<file path="src/rtl/fetch_stage_if.sv">
// rtl/fetch_stage_if.sv - IF-stage bundle: ID handshake, hazard/branch inputs, instruction SRAM port
// Ports (master = fetch stage side):
//   ds_allowin, block_if, br_stall, br_taken, br_target   in  to fetch
//   fs_to_ds_valid, fs_to_ds_bus {inst, pc}               out to ID
//   inst_sram_en/we/addr/wdata out, inst_sram_rdata in    instruction SRAM
interface fetch_stage_if;
    logic        ds_allowin;
    logic        block_if;
    logic        br_stall;
    logic        br_taken;
    logic [31:0] br_target;
    logic        fs_to_ds_valid;
    logic [63:0] fs_to_ds_bus;
    logic        inst_sram_en;
    logic [3:0]  inst_sram_we;
    logic [31:0] inst_sram_addr;
    logic [31:0] inst_sram_wdata;
    logic [31:0] inst_sram_rdata;

    modport master (
        input  ds_allowin, block_if, br_stall, br_taken, br_target, inst_sram_rdata,
        output fs_to_ds_valid, fs_to_ds_bus,
               inst_sram_en, inst_sram_we, inst_sram_addr, inst_sram_wdata
    );

    modport slave (
        output ds_allowin, block_if, br_stall, br_taken, br_target, inst_sram_rdata,
        input  fs_to_ds_valid, fs_to_ds_bus,
               inst_sram_en, inst_sram_we, inst_sram_addr, inst_sram_wdata
    );
endinterface

</file>
<file path="src/rtl/fetch_stage.sv">
// rtl/fetch_stage.sv - instruction fetch stage: PC, SRAM read issue, stall buffer, branch redirect
// Ports:
//   clk     pipeline clock
//   resetn  synchronous active-low reset
//   pipe    fetch_stage_if.master: ID handshake, hazard/branch inputs, instruction SRAM port
module fetch_stage #(
    parameter logic [31:0] RESET_PC = 32'h1c000000
) (
    input  logic           clk,
    input  logic           resetn,
    fetch_stage_if.master  pipe
);

    logic        fs_valid;
    logic [31:0] fs_pc;
    logic [31:0] inst_buf;
    logic        inst_buf_valid;

    logic        redirect;
    logic        fs_allowin;
    logic [31:0] nextpc;
    logic [31:0] inst;

    always_comb begin
        // A branch redirects only in the cycle it leaves ID, so a held br_taken
        // produces a single redirect.
        redirect   = pipe.br_taken && !pipe.br_stall && pipe.ds_allowin;
        nextpc     = redirect ? pipe.br_target : (fs_pc + 32'd4);
        fs_allowin = !fs_valid || redirect || (pipe.ds_allowin && !pipe.block_if);
        // SRAM data is only valid the cycle after the read; later stalled
        // cycles must use the captured copy.
        inst       = inst_buf_valid ? inst_buf : pipe.inst_sram_rdata;
    end

    assign pipe.inst_sram_en    = resetn && fs_allowin;
    assign pipe.inst_sram_we    = 4'b0;
    assign pipe.inst_sram_addr  = nextpc;
    assign pipe.inst_sram_wdata = 32'b0;

    // The wrong-path instruction sitting in IF during a redirect is dropped.
    assign pipe.fs_to_ds_valid  = fs_valid && !redirect && !pipe.block_if;
    assign pipe.fs_to_ds_bus    = {inst, fs_pc};

    always_ff @(posedge clk) begin
        if (!resetn) begin
            fs_valid       <= 1'b0;
            fs_pc          <= RESET_PC - 32'd4;
            inst_buf       <= 32'b0;
            inst_buf_valid <= 1'b0;
        end else begin
            if (fs_allowin) begin
                fs_valid <= 1'b1;
                fs_pc    <= nextpc;
            end
            // Clear wins over set; capture happens in the first stalled cycle.
            if (fs_allowin) begin
                inst_buf_valid <= 1'b0;
            end else if (fs_valid && !inst_buf_valid) begin
                inst_buf       <= pipe.inst_sram_rdata;
                inst_buf_valid <= 1'b1;
            end
        end
    end

endmodule

</file>
<file path="src/flat_wrapper.sv">
// flat-port wrapper written by rule: the top's interface ports become plain ports
module fetch_stage_flat 
#(
    parameter logic [31:0] RESET_PC = 32'h1c000000
)
  (clk, resetn, pipe_ds_allowin, pipe_block_if, pipe_br_stall, pipe_br_taken, pipe_br_target, pipe_inst_sram_rdata, pipe_fs_to_ds_valid, pipe_fs_to_ds_bus, pipe_inst_sram_en, pipe_inst_sram_we, pipe_inst_sram_addr, pipe_inst_sram_wdata);
  fetch_stage_if pipe_i ();
  input  logic clk;
  input  logic resetn;
  input wire logic [$bits(pipe_i.ds_allowin)-1:0] pipe_ds_allowin;
  input wire logic [$bits(pipe_i.block_if)-1:0] pipe_block_if;
  input wire logic [$bits(pipe_i.br_stall)-1:0] pipe_br_stall;
  input wire logic [$bits(pipe_i.br_taken)-1:0] pipe_br_taken;
  input wire logic [$bits(pipe_i.br_target)-1:0] pipe_br_target;
  input wire logic [$bits(pipe_i.inst_sram_rdata)-1:0] pipe_inst_sram_rdata;
  output wire logic [$bits(pipe_i.fs_to_ds_valid)-1:0] pipe_fs_to_ds_valid;
  output wire logic [$bits(pipe_i.fs_to_ds_bus)-1:0] pipe_fs_to_ds_bus;
  output wire logic [$bits(pipe_i.inst_sram_en)-1:0] pipe_inst_sram_en;
  output wire logic [$bits(pipe_i.inst_sram_we)-1:0] pipe_inst_sram_we;
  output wire logic [$bits(pipe_i.inst_sram_addr)-1:0] pipe_inst_sram_addr;
  output wire logic [$bits(pipe_i.inst_sram_wdata)-1:0] pipe_inst_sram_wdata;
  assign pipe_i.ds_allowin = pipe_ds_allowin;
  assign pipe_i.block_if = pipe_block_if;
  assign pipe_i.br_stall = pipe_br_stall;
  assign pipe_i.br_taken = pipe_br_taken;
  assign pipe_i.br_target = pipe_br_target;
  assign pipe_i.inst_sram_rdata = pipe_inst_sram_rdata;
  assign pipe_fs_to_ds_valid = pipe_i.fs_to_ds_valid;
  assign pipe_fs_to_ds_bus = pipe_i.fs_to_ds_bus;
  assign pipe_inst_sram_en = pipe_i.inst_sram_en;
  assign pipe_inst_sram_we = pipe_i.inst_sram_we;
  assign pipe_inst_sram_addr = pipe_i.inst_sram_addr;
  assign pipe_inst_sram_wdata = pipe_i.inst_sram_wdata;
  fetch_stage #(.RESET_PC(RESET_PC)) u_core (.clk(clk), .resetn(resetn), .pipe(pipe_i));
endmodule
</file>
<file path="config.mk">
export PLATFORM = sky130hd
export DESIGN_NAME = fetch_stage_flat
export DESIGN_NICKNAME = d
export VERILOG_FILES = /design/src/rtl/fetch_stage_if.sv /design/src/rtl/fetch_stage.sv /design/src/flat_wrapper.sv
export SDC_FILE = /design/constraint.sdc
export NUM_CORES = 1
export LEC_CHECK = 0
export ABC_AREA = 1
export CAP_MARGIN = 5
export CORE_MARGIN = 8
export CORE_UTILIZATION = 42
export DETAILED_ROUTE_END_ITERATION = 10
export PLACE_DENSITY_LB_ADDON = 0.1
export SYNTH_ARGS = -nofsm -noshare
export SYNTH_HDL_FRONTEND = slang
export SYNTH_SLANG_ARGS = --single-unit
</file>
<file path="constraint.sdc">
create_clock -name clk -period 1.8 [get_ports clk]
set_input_delay 0.36 -clock clk [delete_from_list [all_inputs] [get_ports clk]]
set_output_delay 0.36 -clock clk [all_outputs]
set_load 0.02 [all_outputs]
</file>
Yosys cells after proc, flatten, opt, wreduce, memory -nomap -nowiden
Cells that the tools add are included.
W data, S select, Z words.

word-level totals
  input port bits = 70
  word-level logic and storage cells = 25
  flip-flop bits (word level) = 66
  output and inout bits = 134

cells by class
  reduce and logical (&&, ||, !) cells = 16
  multiplexer cells = 2
  add/sub/neg operators = 1
  bitwise logic cells = 2

operators with widths
  operator                 number
  $mux W32                 2
  $add A32 B3 Y32 const B  1
  $logic_and A1 B1 Y1      7
  $logic_not A1 Y1         5
  $logic_or A1 B1 Y1       2
  $not A1 Y1               2
  $reduce_and A2 Y1        1
  $reduce_or A2 Y1         1

Longest topological paths before layout
Gate-level depths: netlist of the first run.

  word-level depth = 7
  gate-level depth with buffers = 11
  depth with buffers taken out = 11

Worst setup path after synthesis of the first run
Ideal clock, no wire load.

  path type = reg2out
  start point = register u_core.fs_pc[3]
  end point = output port pipe_inst_sram_addr[8]
  stages on the path, launching flop included = 6
  data required time = 1.440 ns
  buffers on the path = 0
  path slack = -0.169 ns
  data arrival time = 1.609 ns
  cells stage by stage = dfxtp_1 > ha_1 > nand3_1 > nor2_1 > nand2_1 > a31oi_1

on the way
  word-level cells in the longest chain between the ends = 2

ends and longest elaborated chain
  what                      RTL line            source
  start: declaration        fetch_stage.sv:15   logic [31:0] fs_pc;
  start signal: assignment  fetch_stage.sv:47   fs_pc <= RESET_PC - 32'd4;
  start signal: assignment  fetch_stage.sv:53   fs_pc <= nextpc;
  $add A32 B3 Y32           fetch_stage.sv:28   nextpc = redirect ? pipe.br_target : (fs_pc + 32'd4);
  $mux W32                  fetch_stage.sv:28
  end: declaration          flat_wrapper.sv:20  output wire logic [$bits(pipe_i.inst_sram_addr)-1:0] pipe_inst_sram_addr;

No other way between the ends.

Worst setup path after layout of the first run
  start point = register u_core.fs_pc[6]
  end point = output port pipe_inst_sram_addr[20]

Same word-level chain as after synthesis.

==> results.sh, run 1 <==
export IMPL_fmax_mhz=442
export IMPL_start_kind="flip-flop"
export IMPL_grt_max_degree=42
export IMPL_die_y_um=117
export IMPL_ys_ff_latch=66
export IMPL_place_port_buffers=167
export IMPL_vias_per_cell=4.88
export IMPL_synth_warnings=0
export IMPL_overflow=0
export IMPL_ys_top_cells_by_area="dfxtp_1 (31%), nand2_1 (16%), o21ai_0 (9.8%)"
export IMPL_insertedDiodeCount=0
export IMPL_place_area_mm2=0.00661
export IMPL_synth_top_family_by_area="simple AND/OR/NAND/NOR gates"
export IMPL_setup_tns_ns=-9.39
export IMPL_gp_congestion=0.935
export IMPL_synth_top_cell_area_share_pct=30.9
export IMPL_dpl_hpwl_mm=11.7
export IMPL_grtUsageTotal_pct=23.4
export IMPL_h_tree_depth=3
export IMPL_drive_gt1_share_pct=34.9
export IMPL_clk_latency_ns=0.34
export IMPL_finalCritPeriodShare_pct=126
export IMPL_synth_area_mux_share_pct=0
export IMPL_die_width_um=117
export IMPL_cts_sinks=66
export IMPL_syn_cell_area_mm2=0.00428
export IMPL_setup_ws_ns=-0.460
export IMPL_finish_instance_area_mm2=0.00743
export IMPL_syn_mean_instance_area_um2=6.16
export IMPL_final_nets=1034
export IMPL_worstPathCellList="nand2_2, nor2_4, nand2_4, nor2_4, nand2_1, nand2_1, nand3_2, and2_4, buf_6"
export IMPL_synthSimpleGateAreaFrac_pct=34.1
export IMPL_synth_compound_area_share_pct=15.8
export IMPL_dp_slack_ns=-0.817
export IMPL_coreArea_mm2=0.0101
export IMPL_yosys_area_share_xor_xnor_pct=0.409
export IMPL_cp_required_ns=1.44
export IMPL_drv_slew=0
export IMPL_worstPathArrival_ns=1.90
export IMPL_cts_root_buf="clkbuf_8"
export IMPL_vias=5392
export IMPL_finalHoldViolCount=0
export IMPL_synth_area_leader_cell="dfxtp_1"
export IMPL_finalSetupViolCount=29
export IMPL_numCtsBuffers=9
export IMPL_crit_type="reg2out"
export IMPL_skew_ns=0.00776
export IMPL_slowest_delay_ns=0.38
export IMPL_synth_cells=695
export IMPL_io_pins=204
export IMPL_yosysSeqAreaShare_pct=30.9
export IMPL_cp_end_kind="output pin"
export IMPL_cp_slowest_cell="dfxtp_2"
export IMPL_cts_tree="yes"
export IMPL_drt_iter0_markers=288
export IMPL_final_cells=1104
export IMPL_synthAdderAreaFrac_pct=0.292
export IMPL_placed_cells_incl_taps=1060
export IMPL_rsz0062_at_grt="yes"
export IMPL_hold_ws_ns=0.447
export IMPL_utilization_pct=73.7
export IMPL_violations="setup timing"
export IMPL_grt_pass1_vias=5411
export IMPL_p_total_mw=7.23
export IMPL_clkTransAtPathRegs_ns=0.08
export IMPL_drc=0
export IMPL_power_density_mw_per_mm2=973
export IMPL_wirelength_mm=17.0
export IMPL_ctsHoldBuffers=0
export IMPL_cap_viol_max_count=0
export IMPL_grt_pass1_wl_mm=25.3
export IMPL_irDropWorstVdd_uv=613
export IMPL_clock_path_buffers=2
export IMPL_area_growth_pct=73.6
export IMPL_ant_nets=0
export IMPL_core_rowCount=37
export IMPL_die_area_mm2=0.0137
export IMPL_drtPass1Iterations=5
export IMPL_start_util_pct=42.4
export IMPL_p_leak_nw=3.74
export IMPL_hold_path_depth=2
export IMPL_yosysUniqueCellTypes=31
export IMPL_antenna_found_initial=0
export IMPL_crit_path_max_fanout=7
export IMPL_wl_per_cell_um=15.4
export IMPL_fin_crit_ns=2.26
export IMPL_min_path_type="reg2reg"
export IMPL_status="finished, violations left"
export IMPL_rr_worst_depth=14
-- path summary, 6_finish.rpt --
kind	endpoint	startpoint	slack, ns
max	pipe_inst_sram_addr[20]	u_core.fs_pc[6]	-0.46
min	u_core.inst_buf[29]	u_core.inst_buf[29]	0.45
max reg2reg	u_core.fs_pc[6]	u_core.fs_pc[2]	-0.13
min reg2reg	u_core.inst_buf[29]	u_core.inst_buf[29]	0.45
-- final cells by class --
cell class	instances	area, um^2
clock inverters	4	72.6
fillers	825	2660
multi-input cells	502	2700
clock buffers	12	165
inverters	97	375
well taps	136	170
repair buffers	287	2580
flip-flops and latches	66	1380
-- cells in the final DEF, fill, tap and decap left out, drive strengths merged, types with 6 or more instances in the layout --
master / Yosys / layout
nand2: 189 / 189
buf: 51 / 183
inv: 96 / 95
o21ai: 88 / 88
clkdlybuf4s50: 0 / 70
dfxtp: 66 / 66
nand3: 55 / 55
nor2: 55 / 55
a21oi: 38 / 38
conb: 1 / 36
dlygate4sd2: 0 / 22
clkbuf: 14 / 16
or2: 12 / 12
and2: 10 / 10
dlymetal6s2s: 0 / 6
-- synthesized netlist by cell type, drive strengths merged --
library cell and instances:
ha 1, o211ai 2, nand2 189, o21ai 88, nand4 3, xor2 2, nor3 3, nor2 55
and2 10, clkbuf 14, nand3 55, inv 96, a21oi 38, conb 1, a31oi 4, buf 51
dfxtp 66, or2 12, nand3b 3, clkinv 1, a22oi 1
-- cells by family after synthesis --
group,Yosys count
and+or+nand+nor,330
adders and majority gates,1
xor gates and xnor gates,2
DFF,66
other,1
AOI/OAI and AO/OA,133
buffers and inverters,162
-- timing repair --
| action | CTS | global route |
|---|---|---|
| endpoints found under the setup margin | 123 | 63 |
| gates cloned | 3 | 2 |
| setup buffers | 18 | 10 |
| resized for setup | 464 | 85 |
| pin swaps | 22 | 20 |
-- state kept, by name, indices dropped and copies added, names as in the netlist --
signal                 count
u_core.inst_buf           32
u_core.fs_pc              32
u_core.inst_buf_valid      1
u_core.fs_valid            1
-- power by group --
group | internal (mW) | switching, mW | total, mW
combinational | 1.75 | 2.22 | 3.97
sequential | 1.64 | 0.131 | 1.77
clock | 0.892 | 0.594 | 1.49
-- worst max-delay path, delay by kind of cell (launching register included) --
kind	cells	cell delay [ns]
and+or+nand+nor	8	1.06
DFF	1	0.38
buffers and inverters	1	0.12
-- routing by layer --
| metal | wire length (um) | GRT usage (%) | share of wire (%) | vias to the layer above |
|---|---|---|---|---|
| met5 | 0 | 0 | 0 | - |
| met2 | 8810 | 42.7 | 52 | 196 |
| met3 | 1410 | 7.34 | 8.3 | 31 |
| met1 | 6460 | 24.3 | 38 | 2510 |
| li1 | - | - | - | 2655 |
| met4 | 356 | 9.39 | 2.1 | 0 |
(Power assumes the default switching activity.)
==> run 2, diff against run 1 <==
--- a/config.mk
+++ b/config.mk
@@ -6,11 +6,12 @@
 export NUM_CORES = 1
 export LEC_CHECK = 0
 export ABC_AREA = 1
-export CAP_MARGIN = 5
+export CAP_MARGIN = 20
 export CORE_MARGIN = 8
 export CORE_UTILIZATION = 42
 export DETAILED_ROUTE_END_ITERATION = 10
 export PLACE_DENSITY_LB_ADDON = 0.1
+export RECOVER_POWER = 100
 export SYNTH_ARGS = -nofsm -noshare
 export SYNTH_HDL_FRONTEND = slang
 export SYNTH_SLANG_ARGS = --single-unit
==> constraint.sdc (replaced) <==
create_clock -name clk -period 2.1 [get_ports clk]
set_input_delay 0.42 -clock clk [delete_from_list [all_inputs] [get_ports clk]]
set_output_delay 0.42 -clock clk [all_outputs]
set_load 0.02 [all_outputs]
==> results.sh, run 2 (synthesis results as in run 1) <==
export IMPL_h_tree_depth=3
export IMPL_start_util_pct=42.4
export IMPL_place_port_buffers=167
export IMPL_violations="setup timing"
export IMPL_clk_latency_ns=0.34
export IMPL_vias_per_cell=5.18
export IMPL_worstPathArrival_ns=1.92
export IMPL_pwr_share_comb_pct=57.3
export IMPL_drv_slew=0
export IMPL_rsz0062_at_grt="yes"
export IMPL_slowest_delay_ns=0.38
export IMPL_cp_end_kind="output pin"
export IMPL_antenna_found_initial=1
export IMPL_seqPwrFrac_pct=22.8
export IMPL_drtPass1Iterations=5
export IMPL_power_density_mw_per_mm2=877
export IMPL_final_common_cell="nand2_1"
export IMPL_placed_cells_incl_taps=1058
export IMPL_setup_tns_ns=-3.25
export IMPL_final_cells=1103
export IMPL_crit_type="reg2out"
export IMPL_clkTransAtPathRegs_ns=0.08
export IMPL_cts_sinks=66
export IMPL_finalHoldViolCount=0
export IMPL_finalSetupViolCount=39
export IMPL_numCtsBuffers=9
export IMPL_wirelength_mm=18.5
export IMPL_ant_nets=0
export IMPL_skew_ns=0.0138
export IMPL_switchingPower_mw=2.87
export IMPL_mostFrequentLayoutCells="nand2_1 (138), clkdlybuf4s50_1 (97), buf_4 (96), inv_1 (86), o21ai_0 (70)"
export IMPL_reg_top3="u_core.fs_pc x32, u_core.inst_buf x32"
export IMPL_grt_max_degree=66
export IMPL_setup_ws_ns=-0.238
export IMPL_cp_top_family="simple AND/OR/NAND/NOR gates"
export IMPL_status="finished, violations left"
export IMPL_grt_pass1_vias=5429
export IMPL_p_int_mw=3.97
export IMPL_cp_slowest_cell="dfxtp_4"
export IMPL_coreArea_mm2=0.0101
export IMPL_final_nets=1032
export IMPL_area_growth_pct=82.1
export IMPL_cp_required_ns=1.68
export IMPL_min_path_type="reg2reg"
export IMPL_worstPathCellList="ha_4, nand3_4, inv_2, nand2_4, nor2_4, nand2_1, nand2_1, nand3_2, and2_4, buf_6"
export IMPL_drt_iter0_markers=376
export IMPL_start_kind="flip-flop"
export IMPL_irDropWorstVdd_uv=505
export IMPL_io_pins=204
export IMPL_finalCritPeriodShare_pct=111
export IMPL_swShare_pct=42.0
export IMPL_cpMostUsedCell="nand2_1"
export IMPL_power_frac_clock_pct=20.0
export IMPL_die_y_um=117
export IMPL_drive_gt1_share_pct=35.8
export IMPL_tightest_slew_ns=0.726
export IMPL_vias=5717
export IMPL_fin_crit_ns=2.34
export IMPL_clock_path_buffers=2
export IMPL_die_area_mm2=0.0137
export IMPL_cap_viol_max_count=0
export IMPL_cts_tree="yes"
export IMPL_overflow=0
export IMPL_grtUsageTotal_pct=23.3
export IMPL_gp_congestion=0.938
export IMPL_cts_root_buf="clkbuf_8"
export IMPL_crit_path_max_fanout=6
export IMPL_p_total_mw=6.84
export IMPL_core_rowCount=37
export IMPL_dpl_hpwl_mm=11.6
export IMPL_grt_pass1_wl_mm=25.5
export IMPL_relSlewSlack_pct=51.6
export IMPL_drc=0
export IMPL_die_width_um=117
export IMPL_wl_per_cell_um=16.8
export IMPL_fmax_mhz=428
export IMPL_p_leak_nw=3.81
export IMPL_worst_path_buf_inv=2
## run 2: changes by cell type in the layout (fill, tap and decap cells not counted), sizes merged, moves of 6 or more
cell,previous run,this run
buf,183,144
clkdlybuf4s50,70,97
dlygate4sd2,22,35
dlymetal6s2s,6,0
## run 2: power by group through the flow
stage / clock network, mW / registers [mW] / logic (mW)
after floorplan: 0 / 1.61 / 1.38
after global placement: 0 / 1.50 / 2.82
after detailed placement: 0 / 1.50 / 2.87
after CTS: 1.37 / 1.51 / 3.21
after global routing: 1.44 / 1.57 / 4.14
final: 1.36 / 1.56 / 3.91
## run 2: routing by layer
| metal | global-route usage (%) | wire length (um) | vias to the layer above |
|---|---|---|---|
| met1 | 24.3 | 6490 | 2641 |
| li1 | - | - | 2656 |
| met2 | 42.6 | 9260 | 334 |
| met5 | 0 | 0 | - |
| met4 | 8.62 | 779 | 0 |
| met3 | 7.59 | 2000 | 86 |
## run 2: area by class of cell
cell class / count / area (um^2)
inverter: 97 / 378
clock buffer: 10 / 138
multi-input combinational: 502 / 2920
sequential: 66 / 1380
fill: 743 / 2290
timing repair buffer: 285 / 2690
clock inverter: 6 / 114
antenna: 1 / 2.50
tap: 136 / 170
## run 2: repair_timing
item / in CTS / in global routing
hold buffers: 0 / 0
setup buffers: 12 / 20
endpoints found under the setup margin: 66 / 35
pin swaps: 41 / 55
gates cloned: 3 / 0
resized for setup: 336 / 133
## run 2: worst paths after layout
path / cells past startpoint / from / end / slack (ns)
setup / recovery: 10 / u_core.fs_pc[3] / pipe_inst_sram_addr[20] / -0.24
hold / removal: 2 / u_core.inst_buf[24] / u_core.inst_buf[24] / 0.45
setup reg to reg: 14 / u_core.fs_pc[3] / u_core.fs_pc[14] / 0.09
hold reg to reg: 2 / u_core.inst_buf[24] / u_core.inst_buf[24] / 0.45
## run 2: worst min-delay path, stage by stage, from the launching register on
cell	delay, ns
dfxtp_1	0.30
inv_1	0.05
a21oi_1	0.05
## run 2: stage by stage
| stage | setup slack, ns | hold slack (ns) | area [um^2] | utilization (%) |
|---|---|---|---|---|
| global placement | -0.624 | 0.434 | 6580 | 65.2 |
| detailed placement | -0.638 | 0.441 | 6580 | 65.2 |
| global route | -0.287 | 0.477 | 7800 | 77.3 |
| finish | -0.238 | 0.452 | 7800 | 77.3 |
| floorplan | 0.0707 | 0.424 | 4410 | - |
| CTS | -0.143 | 0.453 | 7300 | 72.3 |
